===== src/rtl/demux8_reg.sv =====
// demux8_reg: registered 1-to-8 demultiplexer with per-slot valid/ack handshake.
//
// Each write lands in one of eight data slots and marks that slot valid. A consumer
// acknowledges a slot to hide it again; the data stays in the register but reads as zero.
// Overwriting a slot that is still valid and not being consumed raises a sticky overflow.
//
// Ports
//   clk       rising-edge clock
//   rst_n     asynchronous active-low reset (clears data, valid, overflow)
//   enable    active-low write enable (0 = write)
//   addr      destination slot for a write
//   in        write data
//   ack       per-slot consume request
//   clear     synchronous flush of valid flags and overflow (data retained)
//   out0..7   slot data, forced to zero while the slot is invalid
//   valid     per-slot valid flags
//   count     number of valid slots (0..8)
//   overflow  sticky flag: a valid, unconsumed slot was overwritten
module demux8_reg #(
   parameter int unsigned WIDTH = 32
) (
   input  logic             clk,
   input  logic             rst_n,
   input  logic             enable,
   input  logic [2:0]       addr,
   input  logic [WIDTH-1:0] in,
   input  logic [7:0]       ack,
   input  logic             clear,
   output logic [WIDTH-1:0] out0,
   output logic [WIDTH-1:0] out1,
   output logic [WIDTH-1:0] out2,
   output logic [WIDTH-1:0] out3,
   output logic [WIDTH-1:0] out4,
   output logic [WIDTH-1:0] out5,
   output logic [WIDTH-1:0] out6,
   output logic [WIDTH-1:0] out7,
   output logic [7:0]       valid,
   output logic [3:0]       count,
   output logic             overflow
);

   logic [WIDTH-1:0] data_q [8];
   logic [7:0]       valid_q;
   logic [7:0]       valid_d;
   logic             overflow_q;
   logic             overflow_d;
   logic             wr;
   logic [7:0]       wr_sel;

   // addr is only decoded when a write is requested, so an unknown addr while
   // enable is high never reaches the state.
   assign wr = ~enable;

   always_comb begin
      wr_sel = 8'h00;
      if (wr) begin
         unique case (addr)
            3'd0:    wr_sel = 8'h01;
            3'd1:    wr_sel = 8'h02;
            3'd2:    wr_sel = 8'h04;
            3'd3:    wr_sel = 8'h08;
            3'd4:    wr_sel = 8'h10;
            3'd5:    wr_sel = 8'h20;
            3'd6:    wr_sel = 8'h40;
            default: wr_sel = 8'h80;
         endcase
      end
   end

   // Priority per slot: write > ack; clear flushes first, then the write re-validates.
   always_comb begin
      valid_d    = valid_q;
      overflow_d = overflow_q;

      if (clear) begin
         valid_d    = 8'h00;
         overflow_d = 1'b0;
      end else begin
         for (int i = 0; i < 8; i++) begin
            if (ack[i] && valid_q[i] && !wr_sel[i]) begin
               valid_d[i] = 1'b0;
            end
            // An ack in the same cycle counts as consuming the old value.
            if (wr_sel[i] && valid_q[i] && !ack[i]) begin
               overflow_d = 1'b1;
            end
         end
      end

      valid_d = valid_d | wr_sel;
   end

   always_ff @(posedge clk or negedge rst_n) begin
      if (!rst_n) begin
         for (int i = 0; i < 8; i++) begin
            data_q[i] <= '0;
         end
         valid_q    <= 8'h00;
         overflow_q <= 1'b0;
      end else begin
         for (int i = 0; i < 8; i++) begin
            if (wr_sel[i]) begin
               data_q[i] <= in;
            end
         end
         valid_q    <= valid_d;
         overflow_q <= overflow_d;
      end
   end

   always_comb begin
      count = 4'd0;
      for (int i = 0; i < 8; i++) begin
         count = count + 4'(valid_q[i]);
      end
   end

   assign out0     = valid_q[0] ? data_q[0] : '0;
   assign out1     = valid_q[1] ? data_q[1] : '0;
   assign out2     = valid_q[2] ? data_q[2] : '0;
   assign out3     = valid_q[3] ? data_q[3] : '0;
   assign out4     = valid_q[4] ? data_q[4] : '0;
   assign out5     = valid_q[5] ? data_q[5] : '0;
   assign out6     = valid_q[6] ? data_q[6] : '0;
   assign out7     = valid_q[7] ? data_q[7] : '0;
   assign valid    = valid_q;
   assign overflow = overflow_q;

endmodule


===== config.mk =====
export PLATFORM = sky130hd
export DESIGN_NAME = demux8_reg
export DESIGN_NICKNAME = d
export VERILOG_FILES = /design/src/rtl/demux8_reg.sv
export SDC_FILE = /design/constraint.sdc
export NUM_CORES = 1
export LEC_CHECK = 0
export BUFFER_PORTS_ARGS = -buffer_cell sky130_fd_sc_hd__buf_4
export CORE_MARGIN = 5
export CORE_UTILIZATION = 57
export DETAILED_ROUTE_END_ITERATION = 10
export PLACE_DENSITY_LB_ADDON = 0.08
export SETUP_SLACK_MARGIN = 0.5
export SLEW_MARGIN = 20
export SYNTH_ARGS = -nofsm -noshare
export SYNTH_HDL_FRONTEND = slang
export SYNTH_SLANG_ARGS = --single-unit
export TNS_END_PERCENT = 5

===== constraint.sdc =====
create_clock -name clk -period 7.56 [get_ports clk]
set_clock_uncertainty 0.2 [all_clocks]
set_input_delay 0.756 -clock clk [delete_from_list [all_inputs] [get_ports clk]]
set_output_delay 0.756 -clock clk [all_outputs]
set_load 0.005 [all_outputs]

==> impl_metrics.ini <==
[timing]
holdWs_ns = 0.0671
finalSetupTns_ns = 0
hold_violations = 0
period_share = 0.674
worst_slew_pin_slew_ns = 1.13
rsz0062_at_grt = no
fmax_ghz = 0.196
maxSlewViolCount = 0
finalSetupViolCount = 0
fin_crit_ns = 5.09
relSlewSlack = 0.246

[detailed_routing]
viasPerCell = 5.35
ant_nets = 0
drt_first_pass_iters = 4
wl_um = 32700
drtIter0Drc = 318
drc_errors = 0
wl_per_cell_um = 22.0
via_count = 7960

[placed_design]
postPlaceCellArea_um2 = 14500
hpwl_um = 22500
io_buffers = 315
dp.cells = 1437
place.gp.congestion = 0.810

[worst_setup_path]
critPathBufInv = 4
crit_fanout = 35
worst_path_dominant_cell_family = adder cells
r2r_start = valid[4]
cpMaxStageDelayCell = dfrtp_1
required_ns = 6.60
cp.arrival_ns = 4.14
cp_cell_sequence = fa_1 -> inv_1 -> fa_1 -> fa_1 -> inv_1 -> ha_1 -> inv_1 -> fa_1 -> xnor2_1 -> buf_4
crit_top_cell = fa_1
start_kind = flip-flop
end_kind = output pin
critPathLaunch = valid[1]
slowest_delay_ns = 1.09
crit_type = reg2out

[synthesis]
synth_edf_count = 0
synthDistinctLibCells = 37
syn_avg_cell_area_um2 = 13.5
synthFlopType = dfrtp_1
yosysWarnings = 0
ys_ff_latch = 265
yosysSeqAreaShare = 0.555
syn_nets = 940
synthArstFlopShare = 1.00
syn-instance-count = 886
synth_area_um2 = 12000

[finish]
instances_no_fill = 1487
area.sequential_um2 = 6630
multi_input_area_um2 = 4970
final_net_count = 1246
fillers = 1511
antenna_cells = 0
post-route-util = 0.738
area_growth_pct = 28.6
drive_above_1_share = 0.535
finalInstanceArea_um2 = 15400

[die]
die_y_um = 155
die_w_um = 155
die-area_um2 = 24000
io-pin-count = 316
core_area_um2 = 20800
initial_core_util = 0.574
num_rows = 53

[clock_network]
cts_made_buffers = 27
clock-sinks = 265
htreeDepth = 1
clk_latency_ns = 0.52
cts_root_buf = clkbuf_16
path_clk_slew_ns = 0.06
ctsLongestPathBuffers = 3
postCtsHoldBufs = 0
cts_setup_buffers = 0
cts_tree = yes
cts_resized = 0

[job]
max_cap_viol_count = 0

[hold_path]
min_path_type = in2async

[power_and_ir_drop]
ir_worst_vdd_uv = 183
power_density_nw_per_um2 = 243
p_leak_nw = 7.38

[global_routing]
grt_util_all_layers = 0.274
antenna_found_initial = 0
grt_max_degree = 127
grt_overflow = 0
grt_pass1_vias = 8585
grt_pass1_wl_um = 51200

[status]
status = finished, final reports clean
-- metal layers --
layer	track usage	share of wire
met1	0.380	0.41
met3	0.0624	0.086
met4	0.0576	0.017
met2	0.448	0.49
met5	0	0
-- cell usage after synthesis, types with 2 or more instances --
library cell	instances	area, um2
dfrtp_1	265	6630
and2_1	256	1600
mux2_2	251	2830
clkbuf_1	24	90.1
inv_1	14	52.6
buf_4	10	75.1
buf_2	9	45.0
buf_6	8	90.1
mux2_1	5	56.3
fa_1	4	80.1
nor3_4	4	65.1
a21o_1	3	22.5
ha_1	3	37.5
a31o_2	2	17.5
and2b_2	2	17.5
nand2b_4	2	27.5
nor2_2	2	12.5
o21ai_0	2	10.0
or2b_2	2	17.5
-- layout by cell type, fill, tap and decap left out, types with 5 or more instances in the layout --
| cell | count |
|---|---|
| clkbuf_16 | 27 |
| dfrtp_1 | 264 |
| clkbuf_8 | 5 |
| clkinv_2 | 9 |
| inv_1 | 14 |
| mux2_2 | 251 |
| mux2_1 | 5 |
| buf_4 | 327 |
| and2_1 | 256 |
-- flip-flops by register name, summed over array words and instances (netlist names) --
name      count
data_q      256
overflow      1
valid         8
-- power by group --
part	leakage [nW]	internal [mW]	switching, mW
Clock	0.437	0.772	0.550
Sequential	3.19	1.72	0.142
Combinational	3.75	0.333	0.214
Total	7.38	2.83	0.906
-- cell families after synthesis --
group / count (synthesis) / synth area share
buffers and inverters: 66 / 0.0307
multiplexers: 256 / 0.241
AND/OR/NAND/NOR: 277 / 0.153
AO/OA/AOI/OAI: 14 / 0.0100
flip-flops: 265 / 0.555
XOR/XNOR: 1 / 0.000733
adder cells (fa/ha/maj): 7 / 0.00984
-- layout make-up --
class / count / share of cell area
Multi-Input combinational cell: 555 / 0.323
Timing Repair Buffer: 329 / 0.162
Sequential cell: 265 / 0.431
Clock buffer: 36 / 0.0494
Inverter: 14 / 0.00342
Tap cell: 275 / 0.0224
Clock inverter: 13 / 0.00781
-- per-stage QoR --
step           setup WS (ns)  power, mW
4_1_cts                 2.45       3.76
3_5_place_dp            3.05       2.44
6_report                2.47       3.73
3_3_place_gp            3.04       2.40
5_1_grt                 2.28       3.91
2_1_floorplan           3.86       2.18
-- worst paths after layout --
| path | endpoint | slack (ns) | depth (start not counted) |
|---|---|---|---|
| max reg2reg | overflow | 5.39 | 4 |
| min reg2reg | data_q[166] | 0.28 | 1 |
| min | data_q[196] | 0.07 | 1 |
| min in group clk | overflow | 0.24 | 2 |
| max | count[2] | 2.47 | 10 |
| max in group asynchronous | data_q[32] | 5.45 | 2 |
-- worst register-to-register path: cells and delay by family, from the launching register on --
family                 cells  cell delay [ns]
DFF                        1             1.01
and+or+nand+nor            1             0.31
buffers and inverters      1             0.20
AOI/OAI and AO/OA          2             0.37
Note: power is estimated with default switching activity, not from simulation.
